==> src/rtl/dsp_diff_accum_pkg.sv <==
// dsp_diff_accum_pkg: shared state encoding and saturation clamp constants
package dsp_diff_accum_pkg;
  typedef enum logic [1:0] {IDLE, ACC, DONE} state_t;
  function automatic logic [47:0] sat_max(input int w);
    return (48'd1 << (w - 1)) - 48'd1;
  endfunction
  function automatic logic [47:0] sat_min(input int w);
    return 48'd0 - (48'd1 << (w - 1));
  endfunction
endpackage

==> src/rtl/dsp_diff_accum_sat_add.sv <==
// sat_add: combinational signed saturating adder with overflow flag
module sat_add
  import dsp_diff_accum_pkg::*;
#(
  parameter int width = 48
) (
  input  logic [width-1:0] a,
  input  logic [width-1:0] b,
  output logic [width-1:0] y,
  output logic             ovf
);
  localparam logic [47:0] mx = sat_max(width);
  localparam logic [47:0] mn = sat_min(width);
  logic [width:0] s;
  assign s   = {a[width-1], a} + {b[width-1], b};
  assign ovf = s[width] ^ s[width-1];
  assign y   = ovf ? (s[width] ? mn[width-1:0] : mx[width-1:0]) : s[width-1:0];
endmodule

==> src/rtl/dsp_diff_accum.sv <==
// dsp_diff_accum: saturating accumulation of len signed differences, result on valid/ready
module dsp_diff_accum
  import dsp_diff_accum_pkg::*;
#(
  parameter int width       = 48,
  parameter int count_width = 8
) (
  input  logic                   clock,
  input  logic                   reset,
  input  logic                   start,
  input  logic [count_width-1:0] len,
  input  logic                   in_valid,
  output logic                   in_ready,
  input  logic [width-1:0]       in_data,
  output logic                   out_valid,
  input  logic                   out_ready,
  output logic [width-1:0]       out_data,
  output logic                   out_sat,
  output logic                   busy
);
  if (width < 1 || width > 48) begin : g_bad_width
    $error("dsp_diff_accum: width must be in 1..48");
  end
  state_t                 state;
  logic [width-1:0]       acc;
  logic [width-1:0]       sum;
  logic [count_width-1:0] remaining;
  logic                   sat;
  logic                   ovf;
  sat_add #(.width(width)) u_add (.a(acc), .b(in_data), .y(sum), .ovf(ovf));
  assign in_ready  = state == ACC;
  assign out_valid = state == DONE;
  assign busy      = state != IDLE;
  assign out_data  = acc;
  assign out_sat   = sat;
  always_ff @(posedge clock)
    if (reset) begin
      state     <= IDLE;
      acc       <= '0;
      remaining <= '0;
      sat       <= 1'b0;
    end else if (state == IDLE) begin
      if (start && len != '0) begin
        state     <= ACC;
        remaining <= len;
        acc       <= '0;
        sat       <= 1'b0;
      end
    end else if (state == ACC) begin
      if (in_valid) begin
        acc       <= sum;
        sat       <= sat | ovf;
        remaining <= remaining - 1'b1;
        if (remaining == count_width'(1)) state <= DONE;
      end
    end else if (out_ready) begin
      state <= IDLE;
    end
endmodule
==> config.mk <==
export PLATFORM = sky130hd
export DESIGN_NAME = dsp_diff_accum
export DESIGN_NICKNAME = d
export VERILOG_FILES = /design/src/rtl/dsp_diff_accum_pkg.sv /design/src/rtl/dsp_diff_accum_sat_add.sv /design/src/rtl/dsp_diff_accum.sv
export SDC_FILE = /design/constraint.sdc
export NUM_CORES = 1
export LEC_CHECK = 0
export CAP_MARGIN = 20
export CORE_AREA = 2 2 101 103
export CTS_BUF_LIST = sky130_fd_sc_hd__clkbuf_4 sky130_fd_sc_hd__clkbuf_8 sky130_fd_sc_hd__clkbuf_16
export CTS_CLUSTER_DIAMETER = 40
export DETAILED_ROUTE_END_ITERATION = 12
export DIE_AREA = 0 0 103 105
export PLACE_DENSITY = 0.83
export SLEW_MARGIN = 20
export SYNTH_ARGS = -nofsm -noshare
export SYNTH_HDL_FRONTEND = slang
export SYNTH_SLANG_ARGS = --single-unit
==> constraint.sdc <==
create_clock -name clock -period 6.6 [get_ports clock]
set_clock_uncertainty 0.1 [all_clocks]
set_input_delay 0.99 -clock clock [delete_from_list [all_inputs] [get_ports clock]]
set_output_delay 0.99 -clock clock [all_outputs]
set_load 0.05 [all_outputs]
==> results of run 1 <==
-- power by group through the flow --
| stage | sequential (mW) | clock (mW) | combinational (mW) |
|---|---|---|---|
| floorplan | 0.473 | 0 | 0.302 |
| global placement | 0.411 | 0 | 0.507 |
| detailed placement | 0.412 | 0 | 0.513 |
| CTS | 0.404 | 0.394 | 0.517 |
| global route | 0.408 | 0.407 | 0.567 |
| finish | 0.405 | 0.392 | 0.525 |
-- critical path, cell delays in order --
cell and delay [ns]:
clkdlybuf4s50_1 0.40, ha_1 0.42, a21oi_1 0.26, o21a_1 0.18
o22ai_1 0.08, a211o_1 0.31, a211oi_2 0.29, nand2_2 0.16
mux2i_4 0.69, nand2_4 0.44, o31ai_1 0.38
-- cell usage after synthesis, drive strengths merged, types with 2 or more instances --
cell type,count,share of area [%]
nand2,86,6.1
a21oi,83,7.9
o21ai,73,6.9
dfxtp,59,22
ha,50,12
nor2,46,3.2
buf,28,3.2
o211ai,28,5.2
a21o,23,3.2
xnor2,22,3.6
xor2,22,3.6
nand4,20,2.3
inv,17,1.2
clkbuf,16,1.2
a211oi,15,2.3
nand3,15,1.4
nor3,14,1.4
a31oi,10,1.4
nor2b,8,0.92
nand2b,7,0.81
nor4,7,0.81
o21bai,7,0.97
o21a,5,0.69
a211o,4,0.65
a22oi,4,0.55
a31o,4,0.65
o31ai,4,0.55
a32oi,3,0.48
and3,3,0.35
a21boi,2,0.28
a41oi,2,0.32
and4,2,0.32
mux2i,2,0.60
nor3b,2,0.28
o2111ai,2,0.32
or3,2,0.23
-- area by class of cell --
type | instances | area, um^2 | area share (%)
multi-input combinational | 595 | 3945 | 58.73
sequential | 59 | 1181 | 17.58
timing repair buffer | 114 | 1136 | 16.91
tap | 133 | 166.4 | 2.477
clock buffer | 9 | 123.9 | 1.844
clock inverter | 7 | 101.3 | 1.509
inverter | 17 | 63.81 | 0.9499
-- metal layers --
metal	share of wire [%]	routed length (um)	GRT usage, %
met1	45	7552	43.54
met2	45	7560	47.68
met3	7.5	1259	4.615
met4	2.6	443	11.65
met5	0	0	0
-- worst max-delay path by stage --
stage	start	to	slack, ns	depth (start not counted)
after floorplan	in_data[0]	out_data[36]	2.95	12
final	in_data[22]	out_data[46]	2.13	11
after global routing	in_data[0]	out_data[15]	1.80	12
after global placement	in_data[0]	out_data[13]	1.90	12
after detailed placement	in_data[0]	out_data[20]	1.77	12
after CTS	in_data[0]	out_data[20]	2.15	12
-- cells by family after synthesis --
family,count (synthesis),synth area share (%)
AOI/OAI and AO/OA,280,34.07
and+or+nand+nor,217,18.80
buffers and inverters,61,5.536
DFF,59,21.78
adders and majority gates,51,11.90
xor gates and xnor gates,44,7.105
muxes,3,0.8073
-- through the flow --
stage               cell area, um^2  setup WS [ns]  hold slack (ns)
finish                         6718          2.132           0.3842
global route                   6718          1.798           0.4015
CTS                            6718          2.149           0.3840
detailed placement             6492          1.774           0.3671
global placement               6492          1.905           0.3560
floorplan                      5424          2.947           0.3760
-- flip-flops by register name, summed over array words and instances, names as in the netlist --
register   count
remaining      8
out_sat        1
out_data      48
state          2
==> qor.txt, run 1 <==
first-pass GRT wire length - 27,250 um
routability-driven placement congestion ratio - 0.9726
DRC viols - 0
Crit Path Category - in -> reg
Max H-tree Level - 3
Cell variety after synth - 68
worst reg2reg setup slack - 2.84 ns
most frequent cells in the layout - clkdlybuf4s50_1, nand2_1, a21oi_1
Min-Delay Startpoint - out_data[27]
Final Power - 1.322 mW
die width - 103 um
Core Rows - 36
CP max FO - 27
Via Count - 5,868
Clock Latency Late Sink - 0.36 ns
Critical Path AT - 4.62 ns
Die Ht - 105 um
Post-synth EDFFs - 0
period utilisation layout - 67.69%
most common cell after layout, fill and taps aside - clkdlybuf4s50_1
Worst EP required - 6.75 ns
min cycle time layout - 4.468 ns
total grt overflow - 0
layout cells sized above 1 - 6.242%
CTS buffer count - 9
RSZ-0062 raised after global routing - false
Synth-to-Final Area Change - 23.85%
Clock Pin Slew Worst Setup and Hold Paths - 0.08 ns
Hold Path Class - reg -> reg
initial antenna violation count - 0
drt pass-1 iters - 5
GRT Util Overall - 31.06%
starting density of the core - 56.27%
Inst Count DP - 918
fin util - 69.69%
Hold EP - out_data[27]
post-synthesis register bit count - 59
antenna cells - 0
sequential area share after synthesis - 21.78%
R2R Path End - out_data[46]
Setup crit end kind - flop
WL/cell - 18.00 um
die area - 0.01082 mm^2
postcts setup bufs - 0
post-route ant nets - 0
pwr dens - 196.7 mW/mm^2
cts repair resizes - 0
WHS Path Cells - 2
final wirelength - 16,820 um
fillers - 811
HPWL Detailed - 12,490 um
FF-to-FF path depth - 11
Vias/cell - 6.283
Post-synth ARST share - 0%
status - complete, no violations
Post-Syn Nets - 827
Final Net Count - 908
1st-iter DRT viols - 396
Rel. slew slack - 29.24%
cts hold-fix bufs - 0
Fin Setup TNS - 0 ns
core outline area - 0.009639 mm^2
clock sinks - 59
Clock Path Buffers - 2
max cap viols - 0
reg-to-reg startpoint - out_data[0]
Port Buffers - 112
Root Buffer - clkbuf_8
sequential share of power - 30.6%
syn avg cell area - 7.586 um^2
gate count after technology mapping - 715
max-slew violations - 0
TritonCTS clock tree - done
synth warn - 0
Hold Violations, Final - 0
non-filler instance count after layout - 934
max frequency - 223.8 MHz
largest net degree at the start of global routing - 48
I/O pin total - 113
peak supply drop - 0.0001754 V
Static Leakage - 2.720 nW
Gate power share - 39.7%
sw power - 0.5248 mW
Int Pwr - 0.7968 mW
worst-margin pin slew - 1.059 ns
clock power share - 29.7%
vias in the first global route - 5,603
Switching Share - 39.71%
final setup fails - 0
critical path launch point type - input port
Top FF cell, synth - dfxtp_1
Post-Syn Area - 0.005424 mm^2
Power figures use the tool's default switching activity.
==> inputs of run 2 (changes only) <==
--- a/config.mk
+++ b/config.mk
@@ -6,12 +6,12 @@
 export NUM_CORES = 1
 export LEC_CHECK = 0
 export CAP_MARGIN = 20
-export CORE_AREA = 2 2 101 103
+export CORE_AREA = 2 2 110 112
 export CTS_BUF_LIST = sky130_fd_sc_hd__clkbuf_4 sky130_fd_sc_hd__clkbuf_8 sky130_fd_sc_hd__clkbuf_16
 export CTS_CLUSTER_DIAMETER = 40
 export DETAILED_ROUTE_END_ITERATION = 12
-export DIE_AREA = 0 0 103 105
-export PLACE_DENSITY = 0.83
+export DIE_AREA = 0 0 112 114
+export PLACE_DENSITY = 0.74
 export SLEW_MARGIN = 20
 export SYNTH_ARGS = -nofsm -noshare
 export SYNTH_HDL_FRONTEND = slang
==> constraint.sdc (replaced) <==
create_clock -name clock -period 3.96 [get_ports clock]
set_clock_uncertainty 0.1 [all_clocks]
set_input_delay 0.594 -clock clock [delete_from_list [all_inputs] [get_ports clock]]
set_output_delay 0.594 -clock clock [all_outputs]
set_load 0.05 [all_outputs]
==> qor.txt, run 2 (synthesized netlist as in run 1, its figures left out) <==
CTS buffer count - 9 (unchanged)
largest net degree at the start of global routing - 22 (-54%)
Die Ht - 114 um (+8.6%)
Routed met2 length - 7934 um (+4.9%)
Port Buffers - 112 (unchanged)
RSZ-0062 raised after global routing - false
cts repair resizes - 0 (unchanged)
Worst path top cell family by delay - compound AO/OA/AOI/OAI gates
Clock Path Buffers - 2 (unchanged)
DRC viols - 0 (unchanged)
Critical Path Max Stage Delay - 0.42 ns (-0.27 ns)
WL/cell - 17.82 um (-1.0%)
Via Count - 5,887 (+0.32%)
antenna cells - 0 (unchanged)
most common cell after layout, fill and taps aside - clkdlybuf4s50_1
layout cells sized above 1 - 9.409% (+3.2 points)
top sig layer - met4
final hold slack - 0.3712 ns (-0.01307 ns)
1st-iter DRT viols - 431 (+8.8%)
Static Leakage - 2.920 nW (+7.4%)
period utilisation layout - 90.27%
max frequency - 279.7 MHz
FF-to-FF path depth - 11 (unchanged)
Critical Path AT - 3.70 ns (-0.92 ns)
pwr dens - 342.4 mW/mm^2 (+74%)
Rel. slew slack - 41.08% (+12 points)
cts hold-fix bufs - 0 (unchanged)
Root Buffer - clkbuf_16
TritonCTS clock tree - done
Worst EP required - 4.09 ns (-2.66 ns)
HPWL Detailed - 13,320 um (+6.7%)
die width - 112 um (+8.7%)
CP max FO - 4 (-85%)
reg-to-reg startpoint - out_data[21]
design area - 0.007089 mm^2 (+5.5%)
Crit Path Category - in -> reg
Hold Violations, Final - 0 (unchanged)
final wirelength - 17,400 um (+3.5%)
Final Net Count - 936 (+3.1%)
Clock Latency Late Sink - 0.34 ns (-0.02 ns)
post-place setup slack - 0.04878 ns (-1.725 ns)
max-slew violations - 0 (unchanged)
WHS Path Cells - 2 (unchanged)
core outline area - 0.01171 mm^2 (+21%)
vias in the first global route - 5,681 (+1.4%)
post-route ant nets - 0 (unchanged)
Fin Setup TNS - 0 ns (unchanged)
worst path cell trace - clkdlybuf4s50_1 -> ha_1 -> fa_1 -> a211oi_1 -> o21ai_2 -> a311oi_1 -> a22oi_1 -> a221oi_1 -> o21ai_0 -> o31ai_1 -> xor2_1 -> o211ai_2
Setup crit end kind - flop
critical path's slowest cell - clkdlybuf4s50_1
Inst Count DP - 960 (+4.6%)
routability-driven placement congestion ratio - 0.9609 (-1.2%)
postcts setup bufs - 0 (unchanged)
number of flip-flops in the largest register - 48 (unchanged)
Core Rows - 40 (+11%)
Max H-tree Level - 3 (unchanged)
final setup fails - 0 (unchanged)
worst-margin pin slew - 0.8838 ns (-0.1751 ns)
met3 routed WL - 1091 um (-13%)
min cycle time layout - 3.575 ns
max cap viols - 0 (unchanged)
drt pass-1 iters - 6 (+1)
R2R Path End - out_data[45]
most frequent cells in the layout - clkdlybuf4s50_1, nand2_1, a21oi_1
die area - 0.01277 mm^2 (+18%)
clock sinks - 59 (unchanged)
Hold EP - out_data[31]
Hold Path Class - reg -> reg
total grt overflow - 0 (unchanged)
Final Power - 2.428 mW (+84%)
critical path launch point type - input port
Synth-to-Final Area Change - 30.70%
final worst-path setup slack - 0.3852 ns (-1.747 ns)
worst reg2reg setup slack - 0.76 ns (-2.08 ns)
Min-Delay Startpoint - out_data[31]
Clock Pin Slew Worst Setup and Hold Paths - 0.06 ns (-0.02 ns)
starting density of the core - 46.31% (-10 points)
Vias/cell - 6.032 (-4.0%)
GRT Util Overall - 27.50% (-3.6 points)
DP Area - 0.006770 mm^2 (+4.3%)
status - complete, no violations
Buf/Inv on CP - 1 (unchanged)
first-pass GRT wire length - 28,520 um (+4.7%)
M1 wire length - 7978 um (+5.6%)
non-filler instance count after layout - 976 (+4.5%)
I/O pin total - 113 (unchanged)
fin util - 60.53% (-9.2 points)
peak supply drop - 0.0002195 V (+25%)
initial antenna violation count - 0 (unchanged)
==> run 2: worst max path at each step <==
stage               start      endpoint  slack (ns)  depth (start not counted)
2_1_floorplan  in_data[0]  out_data[36]        0.70                         12
3_3_place_gp   in_data[0]  out_data[44]        0.03                         12
3_5_place_dp   in_data[0]  out_data[44]        0.05                         12
4_1_cts        in_data[0]  out_data[44]        0.38                         12
5_1_grt        in_data[0]  out_data[46]        0.12                         12
6_report       in_data[0]  out_data[44]        0.39                         12
==> run 2: per-layer routing <==
layer,up-vias,track usage (%)
met1,2756,37.34
met3,31,4.304
met4,0,10.65
met2,233,44.16
li1,2867,-
met5,-,0
==> run 2: tightest hold or removal path: cells and delay by family, from the launching register on <==
| kind | cells | cell delay [ns] |
|---|---|---|
| AO/OA/AOI/OAI | 1 | 0.05 |
| AND/OR/NAND/NOR | 1 | 0.05 |
| flip-flops | 1 | 0.32 |
==> run 2: layout make-up <==
cell class	count	area (um^2)
flip-flops and latches	59	1181
clock inverters	3	45.04
repair buffers	142	1396
fillers	1074	4622
inverters	17	63.81
well taps	147	183.9
clock buffers	13	274.0
multi-input cells	595	3945
==> run 2: power breakdown <==
part,switching (mW),internal [mW]
sequential,0.0393,0.636
clock,0.299,0.546
combinational,0.543,0.364
==> inputs of run 3 (changes only) <==
--- a/config.mk
+++ b/config.mk
@@ -6,12 +6,13 @@
 export NUM_CORES = 1
 export LEC_CHECK = 0
 export CAP_MARGIN = 20
-export CORE_AREA = 2 2 110 112
+export CORE_AREA = 2 2 105 107
 export CTS_BUF_LIST = sky130_fd_sc_hd__clkbuf_4 sky130_fd_sc_hd__clkbuf_8 sky130_fd_sc_hd__clkbuf_16
 export CTS_CLUSTER_DIAMETER = 40
+export CTS_CLUSTER_SIZE = 16
 export DETAILED_ROUTE_END_ITERATION = 12
-export DIE_AREA = 0 0 112 114
-export PLACE_DENSITY = 0.74
+export DIE_AREA = 0 0 107 109
+export PLACE_DENSITY = 0.78
 export SLEW_MARGIN = 20
 export SYNTH_ARGS = -nofsm -noshare
 export SYNTH_HDL_FRONTEND = slang
==> constraint.sdc (replaced) <==
create_clock -name clock -period 3.4 [get_ports clock]
set_clock_uncertainty 0.1 [all_clocks]
set_input_delay 0.51 -clock clock [delete_from_list [all_inputs] [get_ports clock]]
set_output_delay 0.51 -clock clock [all_outputs]
set_load 0.05 [all_outputs]
==> qor.txt, run 3 (synthesized netlist as in run 1, its figures left out) <==
final worst-path setup slack - 0.1797 ns (-0.2055 ns)
1st-iter DRT viols - 392 (-9.0%)
first-pass GRT wire length - 30,130 um (+5.6%)
pwr dens - 340.0 mW/mm^2 (-0.72%)
die width - 107 um (-4.5%)
Clock Pin Slew Worst Setup and Hold Paths - 0.07 ns (about the same)
core outline area - 0.01060 mm^2 (-9.5%)
die area - 0.01166 mm^2 (-8.7%)
Max H-tree Level - 3 (unchanged)
Critical Path AT - 3.41 ns (-0.29 ns)
cts hold-fix bufs - 0 (unchanged)
Clock Latency Late Sink - 0.38 ns (+0.04 ns)
critical path's slowest cell - clkdlybuf4s50_1
max frequency - 310.5 MHz
Crit Path Category - in -> reg
worst-margin pin slew - 0.5286 ns (-0.3552 ns)
Switching Share - 39.17% (+2.9 points)
Gate power share - 46.6% (+9.2 points)
status - complete, no violations
Static Leakage - 3.391 nW (+16%)
clock sinks - 59 (unchanged)
total grt overflow - 0 (unchanged)
Inst Count DP - 1,056 (+10%)
max cap viols - 0 (unchanged)
Worst path top cell family by delay - compound AO/OA/AOI/OAI gates
largest net degree at the start of global routing - 25 (+14%)
Final Net Count - 1,039 (+11%)
Rel. slew slack - 64.65% (+24 points)
max-slew violations - 0 (unchanged)
CTS buffer count - 9 (unchanged)
layout cells sized above 1 - 21.16% (+12 points)
vias in the first global route - 6,225 (+9.6%)
post-place setup slack - -0.3980 ns (-0.4468 ns)
Root Buffer - clkbuf_8
CP max FO - 14 (+10)
sw power - 1.042 mW (+18%)
GRT Util Overall - 32.50% (+5.0 points)
Hold Violations, Final - 0 (unchanged)
Via Count - 6,384 (+8.4%)
drt pass-1 iters - 5 (-1)
sequential share of power - 29.6% (+1.8 points)
initial antenna violation count - 0 (unchanged)
non-filler instance count after layout - 1,071 (+9.7%)
starting density of the core - 51.16% (+4.8 points)
I/O pin total - 113 (unchanged)
Core Rows - 38 (-5.0%)
post-route ant nets - 0 (unchanged)
design area - 0.007824 mm^2 (+10%)
Synth-to-Final Area Change - 44.24%
final wirelength - 18,730 um (+7.6%)
min cycle time layout - 3.220 ns
worst path cell trace - clkdlybuf4s50_1 -> ha_1 -> and4_1 -> nand4_1 -> nor3_4 -> a21boi_2 -> a211oi_4 -> a211o_1 -> a21oi_4 -> buf_6 -> o21ai_1 -> a211oi_1
WL/cell - 17.48 um (-1.9%)
TritonCTS clock tree - done
HPWL Detailed - 14,500 um (+8.8%)
Clock Path Buffers - 2 (unchanged)
Setup crit end kind - flop
Worst EP required - 3.59 ns (-0.50 ns)
most common cell after layout, fill and taps aside - buf_4
final setup fails - 0 (unchanged)
antenna cells - 0 (unchanged)
period utilisation layout - 94.71%
clock power share - 23.9% (-11 points)
peak supply drop - 0.0002770 V (+26%)
routability-driven placement congestion ratio - 0.9622 (+0.14%)
WHS Path Cells - 2 (unchanged)
FF-to-FF path depth - 11 (unchanged)
DRC viols - 0 (unchanged)
number of flip-flops in the largest register - 48 (unchanged)
most frequent cells in the layout - buf_4, clkdlybuf4s50_1, nand2_1
Buf/Inv on CP - 2 (+1)
Hold Path Class - reg -> reg
Vias/cell - 5.961 (-1.2%)
Critical Path Max Stage Delay - 0.41 ns (about the same)
Int Pwr - 1.618 mW (+4.6%)
Die Ht - 109 um (-4.4%)
critical path launch point type - input port
postcts setup bufs - 0 (unchanged)
Port Buffers - 112 (unchanged)
Crit path depth - 12 (unchanged)
DP Area - 0.007547 mm^2 (+11%)
## run 3: metrics by stage
step                      util, %  TNS [ns]  hold WS, ns  power, mW
final                       73.79         0       0.3753      2.660
after floorplan                 -         0       0.3760      1.506
after global routing        73.79  -0.01838       0.3965      2.788
after CTS                   72.95         0       0.3744      2.632
after detailed placement    71.18    -15.56       0.3630      1.997
after global placement      71.18    -11.44       0.3539      1.973
## run 3: worst paths after layout
check,startpoint,to,slack (ns)
worst max register to register,out_data[37],out_sat,0.39
worst min-delay path,out_data[7],out_data[7],0.38
worst min register to register,out_data[7],out_data[7],0.38
worst max-delay path,in_data[37],out_sat,0.18
## run 3: worst register-to-register path, stage by stage (launching register included)
cell and delay (ns):
dfxtp_1 0.34, ha_1 0.34, and4_1 0.27, nand4_1 0.25, nor3_4 0.27, a21boi_2 0.26
a211oi_4 0.08, a211o_1 0.34, a21oi_4 0.16, buf_6 0.20, o21ai_1 0.09, a211oi_1 0.24
## run 3: area by class of cell
cell class	instances	area (um^2)
tap	140	175.2
clock inverter	2	10.01
clock buffer	13	172.7
fill	833	2779
sequential	59	1181
multi-input combinational	595	4035
inverter	17	63.81
timing repair buffer	245	2186
## run 3: metal layers
metal,vias to the layer above,share of wire [%],GRT usage (%)
li1,3062,-,-
met1,3018,44,41.85
met2,263,47,53.96
met3,41,6.9,5.021
met4,0,2.5,14.29
met5,-,0,0
## run 3: repair_timing
action,in CTS,in global routing
resized for setup,1,21
setup endpoints to repair,1,47
pin swaps,1,5
## run 3: power by group through the flow
stage                     Combinational, mW  Sequential (mW)  Clock, mW
after global routing                   1.33            0.792      0.666
after global placement                 1.18            0.797          0
final                                  1.24            0.786      0.635
after CTS                              1.21            0.785      0.640
after floorplan                       0.587            0.919          0
after detailed placement               1.20            0.799          0
==> edit (config.mk and constraints of run 2) <==
`count_width`: 8 -> 6.
--- a/src/rtl/dsp_diff_accum.sv
+++ b/src/rtl/dsp_diff_accum.sv
@@ -4,5 +4,5 @@
 #(
   parameter int width       = 48,
-  parameter int count_width = 8
+  parameter int count_width = 6
 ) (
   input  logic                   clock,
Interface: changed (resized len); port bits go from 113 to 111. No check against the original RTL was run, so the function may have changed too.
==> edit against run 2 <==
- wire length decreased by 20%
- die area unchanged
- utilization decreased by 4.5 points
- worst setup slack got worse by 0.18 ns
- power decreased by 2.6%
- synthesized area decreased by 12%
- design area decreased by 7.4%
- register-to-register slack got worse by 0.19 ns
- sequential cell count decreased by 2
- critical endpoint is now out_data[42]
- largest power group unchanged
==> edit: results (changes against run 2) <==
Parameter                              Value

Run status
  Outcome    completed

Routing
  Number of search-and-repair iterations in the first detailed-routing pass    5 (-1)
  Vias per Instance    5.76 (-4.6%)
  Initial drt markers    291 (-32%)
  Average wire per standard cell    16.0 µm (-10%)

Finish
  Layout cell share with drive strength beyond 1    12.8% (+3.4 points)
  Antenna diode instance count    0 (unchanged)
  Largest register FFs    48 (unchanged)
  Number of nets in the final layout    827 (-12%)
  # fillers    1088 (+1.3%)

Power and ir drop
  VDD IR max    0.205 mV (-6.7%)
  Leakage power    2.84 nW (-2.6%)

STA
  Final setup violation count    0 (unchanged)
  Slew @ Worst Pin    0.559 ns (-0.325 ns)

Logic synthesis
  Most instantiated cells after synthesis    sky130_fd_sc_hd__nand2_1 (59), sky130_fd_sc_hd__a21oi_1 (58), sky130_fd_sc_hd__dfxtp_1 (57)
  Async SR Flop Fraction    0% (unchanged)
  Cell types with the largest area share after synthesis    sky130_fd_sc_hd__dfxtp_1 (24%), sky130_fd_sc_hd__ha_1 (13%), sky130_fd_sc_hd__a221o_1 (7.8%)
  Synth warn    0 (unchanged)
  Syn Nets    680 (-18%)
  Number of different library cells in the post-synthesis netlist    63 (-7.4%)
  Share of the yosys chip area belonging to registers    24.0% (+2.2 points)

Min path
  Worst-case hold path end point    out_sat
  Worst hold path class    reg2reg
  Hold Path Origin    out_sat

Setup path
  Critical-path cell with the highest stage delay    sky130_fd_sc_hd__clkdlybuf4s50_1
  Crit-path max FO    3 (-1)
  Terminus of the critical flop-to-flop path    out_data[42]
  Beginning of the worst register-to-register path    out_data[0]
  Slack of the worst reg-to-reg path    0.57 ns (-0.19 ns)
  R2r worst-path depth    12 (+1)

Clocking
  Quantity of gates resized following cts    0 (unchanged)
  Total clock buffers created by CTS    9 (unchanged)
  Number of buffers on the longest clock path    2 (unchanged)

GRT
  Wire length of the first global-routing pass    22500 µm (-21%)
  Pin count of the biggest net entering global routing    34 (+55%)
  Antenna violations before repair    0 (unchanged)
  Vias in the first global route    4721 (-17%)
  Overall routing resource usage    21.3% (-6.2 points)

Placement
  HPWL reported at the end of detailed placement    10700 µm (-20%)
  Global placer's final weighted congestion    0.901 (-6.2%)
  Number of port buffers    110 (-1.8%)
==> edit: cell types whose count changed after synthesis, moves of 7 or more <==
cell | before | now
sky130_fd_sc_hd__nand3_1 | 15 | 6
sky130_fd_sc_hd__o211ai_1 | 14 | 6
sky130_fd_sc_hd__nand2_1 | 84 | 59
sky130_fd_sc_hd__nor2_1 | 46 | 29
sky130_fd_sc_hd__a221o_1 | 0 | 37
sky130_fd_sc_hd__nor4_1 | 7 | 0
sky130_fd_sc_hd__o21ai_0 | 57 | 32
sky130_fd_sc_hd__buf_2 | 22 | 3
sky130_fd_sc_hd__a21oi_1 | 82 | 58
sky130_fd_sc_hd__o211ai_2 | 14 | 0
sky130_fd_sc_hd__a221o_2 | 0 | 7
==> edit: final cells by class <==
cell class,count,area (µm²),share of cell area [%]
repair buffers,167,1540,23.5
inverters,12,45.0,0.686
flip-flops and latches,57,1140,17.4
multi-input cells,470,3380,51.4
well taps,147,184,2.80
clock buffers,13,274,4.18
==> edit: metal layers <==
| metal | track usage, % | wire (µm) | up-vias |
|---|---|---|---|
| li1 | - | - | 2470 |
| met1 | 27.4 | 6220 | 2350 |
| met2 | 36.6 | 6640 | 146 |
| met3 | 4.46 | 822 | 18 |
| met4 | 5.61 | 216 | 0 |
| met5 | 0 | 0 | - |
==> edit: through the flow <==
step	setup slack [ns]	hold WS, ns	std cells	area [µm²]
CTS	0.183	0.372	866	6560
finish	0.203	0.366	866	6560
floorplan	0.445	0.391	570	4760
detailed placement	-0.154	0.365	853	6280
global placement	-0.112	0.360	853	6280
global route	0.0487	0.414	866	6560
==> edit: worst max-delay path by stage <==
stage / from / to / slack, ns / cells after the start
after floorplan: in_data[0] / out_data[0] / 0.45 / 14
after global placement: in_data[0] / out_data[42] / -0.11 / 13
after detailed placement: in_data[0] / out_data[42] / -0.15 / 13
after CTS: in_data[0] / out_data[42] / 0.18 / 13
after global routing: in_data[7] / out_data[34] / 0.05 / 13
final: in_data[0] / out_data[42] / 0.20 / 13
==> edit: worst max-delay path, delay by kind of cell <==
kind / cells / cell delay [ns]
simple gates: 1 / 0.20
buf+inv: 1 / 0.42
fa+ha+maj: 2 / 0.64
compound gates: 8 / 1.85
xor+xnor: 1 / 0.16
==> edit: cell families after synthesis <==
| family | share of synthesized area (%) |
|---|---|
| xor gates and xnor gates | 7.92 |
| adders and majority gates | 13.6 |
| DFF | 24.0 |
| and+or+nand+nor | 14.9 |
| muxes | 0.210 |
| buffers and inverters | 5.16 |
| AOI/OAI and AO/OA | 34.2 |
==> edit: power breakdown <==
| group | switching (mW) | internal, mW | leakage, nW | total [mW] |
|---|---|---|---|---|
| Sequential | 0.0468 | 0.625 | 0.465 | 0.672 |
| Combinational | 0.544 | 0.424 | 2.24 | 0.968 |
| Clock | 0.254 | 0.470 | 0.137 | 0.724 |
